## config.mk

```make
export PLATFORM = sky130hd
export DESIGN_NAME = mem_scan_reader
export DESIGN_NICKNAME = d
export VERILOG_FILES = /design/src/rtl/mem_scan_reader.sv
export SDC_FILE = /design/constraint.sdc
export NUM_CORES = 1
export LEC_CHECK = 0
export CORE_MARGIN = 5
export CORE_UTILIZATION = 30
export DETAILED_ROUTE_END_ITERATION = 10
export SLEW_MARGIN = 20
export SYNTH_ARGS = -nofsm -noshare
export SYNTH_HDL_FRONTEND = slang
export SYNTH_SLANG_ARGS = --single-unit
```

## constraint.sdc

```tcl
create_clock -name clk -period 2.8 [get_ports clk]
set_input_delay 0.7 -clock clk [delete_from_list [all_inputs] [get_ports clk]]
set_output_delay 0.7 -clock clk [all_outputs]
set_load 0.01 [all_outputs]
```

## src/rtl/mem_scan_reader.sv

```systemverilog
// mem_scan_reader
//   Read-only engine for the data memory. It walks an inclusive address range
//   (the range may wrap past the top of memory) and issues synchronous reads.
//   Each address/data pair is then held for display. A pair advances either
//   after a dwell period (auto mode) or on a step request (step mode).
//
// Ports
//   clk          system clock, rising edge
//   rst_n        asynchronous active-low reset
//   start        begin a scan (sampled in IDLE only)
//   stop         abort a scan; forces IDLE on the next edge
//   step_mode    0 = auto advance after dwell, 1 = advance on step
//   step         single-cycle advance request (step mode, HOLD only)
//   start_addr   first address of the scan
//   end_addr     last address of the scan (inclusive)
//   mem_addr     read address to the data memory
//   mem_rd_data  read data from the data memory
//   cur_addr     address of the word currently displayed
//   cur_data     data of the word currently displayed
//   data_valid   one-cycle pulse when cur_addr/cur_data update
//   busy         high whenever the engine is not IDLE
//   done         one-cycle pulse after the last word's HOLD completes
//
// Handshake: there is no back-pressure. data_valid is a qualifier pulse only:
// cur_addr/cur_data are new in exactly the cycle data_valid is high, and they
// stay stable until the next pulse. step is a one-shot request. It is consumed
// only in HOLD in step mode and is never queued.
module mem_scan_reader #(
  parameter int WORD_SIZE    = 8,
  parameter int ADDR_WIDTH   = 8,
  parameter int READ_LATENCY = 1,
  parameter int DWELL_CYCLES = 50_000_000
) (
  input  logic                  clk,
  input  logic                  rst_n,
  input  logic                  start,
  input  logic                  stop,
  input  logic                  step_mode,
  input  logic                  step,
  input  logic [ADDR_WIDTH-1:0] start_addr,
  input  logic [ADDR_WIDTH-1:0] end_addr,
  output logic [ADDR_WIDTH-1:0] mem_addr,
  input  logic [WORD_SIZE-1:0]  mem_rd_data,
  output logic [ADDR_WIDTH-1:0] cur_addr,
  output logic [WORD_SIZE-1:0]  cur_data,
  output logic                  data_valid,
  output logic                  busy,
  output logic                  done
);

  // Counters only need to reach LIMIT-1, so $clog2(LIMIT) bits are enough.
  localparam int WCW = (READ_LATENCY > 1) ? $clog2(READ_LATENCY) : 1;
  localparam int DCW = (DWELL_CYCLES > 1) ? $clog2(DWELL_CYCLES) : 1;
  localparam logic [WCW-1:0] WAIT_LAST  = WCW'(READ_LATENCY - 1);
  localparam logic [DCW-1:0] DWELL_LAST = DCW'(DWELL_CYCLES - 1);

  typedef enum logic [1:0] {
    S_IDLE  = 2'd0,
    S_ISSUE = 2'd1,
    S_WAIT  = 2'd2,
    S_HOLD  = 2'd3
  } state_t;

  // state is a plain named register so that checkers can bind to it directly.
  state_t                state;
  logic [ADDR_WIDTH-1:0] ptr;
  logic [ADDR_WIDTH-1:0] end_reg;
  logic                  mode_step;
  logic [WCW-1:0]        wait_cnt;
  logic [DCW-1:0]        dwell_cnt;
  logic                  hold_exit;

  assign busy = (state != S_IDLE);

  // HOLD releases on step (step mode) or on the final dwell cycle (auto mode).
  assign hold_exit = mode_step ? step : (dwell_cnt == DWELL_LAST);

  always_ff @(posedge clk or negedge rst_n) begin
    if (!rst_n) begin
      state      <= S_IDLE;
      ptr        <= '0;
      end_reg    <= '0;
      mode_step  <= 1'b0;
      wait_cnt   <= '0;
      dwell_cnt  <= '0;
      mem_addr   <= '0;
      cur_addr   <= '0;
      cur_data   <= '0;
      data_valid <= 1'b0;
      done       <= 1'b0;
    end else begin
      data_valid <= 1'b0;
      done       <= 1'b0;
      if (state != S_IDLE && stop) begin
        // Abort: the displayed word and mem_addr are left as they are.
        state     <= S_IDLE;
        wait_cnt  <= '0;
        dwell_cnt <= '0;
      end else begin
        case (state)
          S_IDLE: begin
            if (start && !stop) begin
              ptr       <= start_addr;
              end_reg   <= end_addr;
              mode_step <= step_mode;
              mem_addr  <= start_addr;
              state     <= S_ISSUE;
            end
          end
          S_ISSUE: begin
            wait_cnt <= '0;
            state    <= S_WAIT;
          end
          S_WAIT: begin
            if (wait_cnt == WAIT_LAST) begin
              cur_data   <= mem_rd_data;
              cur_addr   <= ptr;
              data_valid <= 1'b1;
              wait_cnt   <= '0;
              dwell_cnt  <= '0;
              state      <= S_HOLD;
            end else begin
              wait_cnt <= wait_cnt + 1'b1;
            end
          end
          S_HOLD: begin
            if (hold_exit) begin
              dwell_cnt <= '0;
              if (ptr == end_reg) begin
                done  <= 1'b1;
                state <= S_IDLE;
              end else begin
                // Natural wrap at the top of the address space.
                ptr      <= ptr + 1'b1;
                mem_addr <= ptr + 1'b1;
                state    <= S_ISSUE;
              end
            end else if (!mode_step) begin
              dwell_cnt <= dwell_cnt + 1'b1;
            end
          end
          default: state <= S_IDLE;
        endcase
      end
    end
  end

endmodule

```

==> flow_summary.json <==
{
  "die_h_um": 114,
  "syn_area_per_cell_um2": 10.3,
  "dp_hpwl_um": 5720,
  "cts_root_buf": "clkbuf_8",
  "syn_nets": 353,
  "drc": 0,
  "drt-total-wl_um": 7950,
  "grt_max_degree": 64,
  "power.leakage_nw": 1.70,
  "worst_pin_slew_ps": 804,
  "seq_area_frac_synth": 0.483,
  "syn_area_um2": 3260,
  "cts_hold_buf": 0,
  "cts_buffers": 9,
  "synth_cells": 318,
  "setup_viol": 0,
  "rsz0062_at_grt": "false",
  "syn2layout_area_growth_pct": 29.6,
  "fin_skew_ps": 14.4,
  "antenna_found_initial": 0,
  "cp-start-kind": "flop",
  "timing.critical_path.mode_cell": "inv_1",
  "seq_area_um2": 1580,
  "cp.arrival_ps": 1690,
  "crit_fanout": 5,
  "top_register": "dwell_cnt",
  "multi_input_area_um2": 1610,
  "relSlewSlack": 0.464,
  "post_cts_buffers": 0,
  "core_um2": 10700,
  "required_ps": 2100,
  "r2r-end": "ptr[4]$_DFFE_PN0P_",
  "clk_pin_slew_ps": 80,
  "diodes": 0,
  "cts.sinks": 63,
  "crit_chain": "inv_1, ha_1, inv_1, clkdlybuf4s50_1",
  "synth-edff-count": 0,
  "cts_max_path_buffers": 2,
  "viasPerCell": 5.04,
  "worst_path_max_delay_cell": "clkdlybuf4s50_1",
  "rr_worst_depth": 5,
  "end_kind": "output pin",
  "ant_nets": 0,
  "hold_viol": 0,
  "slew_viol_final": 0,
  "largest_register_ffs": 26,
  "clock_latency_ps": 330,
  "avgRoutedWirePerCell_um": 15.1,
  "final_common_cell": "dfrtp_1",
  "startpoint": "state[1]$_DFFE_PN0P_",
  "holdWs_ps": 506,
  "period_share": 0.854,
  "io_buffers": 56,
  "synth_top_cell_by_area": "dfrtp_1",
  "regToRegSetupSlack_ps": 630,
  "synth_seq_cells": 63,
  "synthArstFlopShare": 1.00,
  "hp-class": "flop to flop",
  "critical_path_class": "flop to output pin",
  "synth_top_area_frac": 0.483,
  "nFillCells": 1073,
  "yosysWarnings": 0,
  "drive_above_1_share": 0.151,
  "rows": 38,
  "post_cts_resized": 0,
  "synth-main-ff-cell": "dfrtp_1",
  "crit_end": "busy",
  "finalWeightedCongestion": 0.764,
  "yosysUniqueCellTypes": 51,
  "status": "finished clean",
  "first_iter_violations": 103,
  "place_inst": 509,
  "die_x_um": 114,
  "crit_path_max_incr_delay_ps": 540,
  "grt_pass1_vias": 2760,
  "stdcell_count": 525,
  "grt_pass1_wl_um": 13500,
  "io_pins": 57,
  "drv_cap": 0,
  "grt_util_all_layers": 0.128,
  "first_pass_iters": 4,
  "vias": 2648,
  "fmax_mhz": 418,
  "tritoncts": "yes",
  "synth.area.top_cells": "dfrtp_1 48%, mux2_2 8.6%, xor2_1 4.3%, nand2_1 3.9%, nor2_1 3.6%",
  "fin_nets": 415,
  "cts_max_level": 3,
  "p_per_area_nw_per_um2": 915,
  "rr_startpoint": "dwell_cnt[10]$_DFFE_PN0P_",
  "start_util": 0.304,
  "die_area_um2": 13100,
  "min_period_ps": 2390,
  "final_cell_mix": "63 x dfrtp_1, 55 x clkdlybuf4s50_1, 34 x nand2_1",
  "grt_overflow": 0,
  "ir_drop_v": 0.000389,
  "finalSetupTns_ps": 0
}
==> worst min-delay path by stage <==
stage,from,endpoint,slack (ps),depth (start not counted)
2_1_floorplan,rst_n,cur_addr[0]$_DFFE_PN0P_,400,0
3_3_place_gp,cur_data[5]$_DFFE_PN0P_,cur_data[5]$_DFFE_PN0P_,490,1
3_5_place_dp,cur_addr[3]$_DFFE_PN0P_,cur_addr[3]$_DFFE_PN0P_,490,1
4_1_cts,cur_addr[3]$_DFFE_PN0P_,cur_addr[3]$_DFFE_PN0P_,510,1
5_1_grt,cur_addr[3]$_DFFE_PN0P_,cur_addr[3]$_DFFE_PN0P_,520,1
6_report,cur_addr[1]$_DFFE_PN0P_,cur_addr[1]$_DFFE_PN0P_,510,1
==> metrics by stage <==
step	setup WS [ps]	total power [mW]	utilization	cell area, um^2
after floorplan	684	2.28	-	3260
after global placement	286	2.97	0.372	4000
after detailed placement	249	3.00	0.372	4000
after CTS	379	3.93	0.394	4230
after global routing	287	4.13	0.394	4230
final	410	3.87	0.394	4230
==> synthesized netlist by cell type (2+ instances only) <==
master / number
a211oi_1: 3
a21oi_1: 6
a32o_1: 2
and2_1: 3
and3_1: 5
and4_1: 2
buf_2: 6
clkbuf_1: 6
dfrtp_1: 63
ha_1: 5
inv_1: 5
mux2_2: 25
nand2_1: 34
nand3_1: 11
nand4_1: 12
nand4b_1: 2
nor2_1: 31
nor2b_1: 2
nor3_1: 6
nor4_1: 13
o211ai_1: 4
o21ai_0: 6
o22ai_1: 3
o311ai_0: 2
o31ai_1: 3
or3_1: 4
or4_1: 5
xnor2_1: 11
xor2_1: 16
==> worst max-delay path: cells and delay by family (launching register included) <==
family                     cells  cell delay [ps]
buffers and inverters          3              720
adders and majority gates      1              230
DFF                            1              420
==> cells by family after synthesis <==
family | synth area share
AO/OA/AOI/OAI | 0.0886
XOR/XNOR | 0.0725
adder cells (fa/ha/maj) | 0.0192
buffers and inverters | 0.0242
flip-flops | 0.483
multiplexers | 0.0863
AND/OR/NAND/NOR | 0.226
==> area by class of cell <==
class	count	share of cell area
Sequential cell	63	0.373
Tap cell	140	0.0414
Clock inverter	5	0.0189
Clock buffer	11	0.0358
Multi-Input combinational cell	236	0.380
Inverter	6	0.00533
Timing Repair Buffer	64	0.146
==> where the power goes <==
group | total [mW] | internal [mW] | leakage [nW] | switching (mW)
combinational | 1.53 | 0.797 | 0.785 | 0.730
sequential | 1.44 | 1.17 | 0.804 | 0.264
clock | 0.908 | 0.548 | 0.112 | 0.359
==> layer usage <==
| metal | vias up | share of wire | global-route usage | routed length, um |
|---|---|---|---|---|
| li1 | 1287 | - | - | - |
| met1 | 1275 | 0.47 | 0.172 | 3760 |
| met2 | 77 | 0.45 | 0.201 | 3600 |
| met3 | 9 | 0.062 | 0.0312 | 494 |
| met4 | 0 | 0.012 | 0.0459 | 99 |
| met5 | - | 0 | 0 | 0 |
No activity file was read; power rests on OpenSTA's default activity.
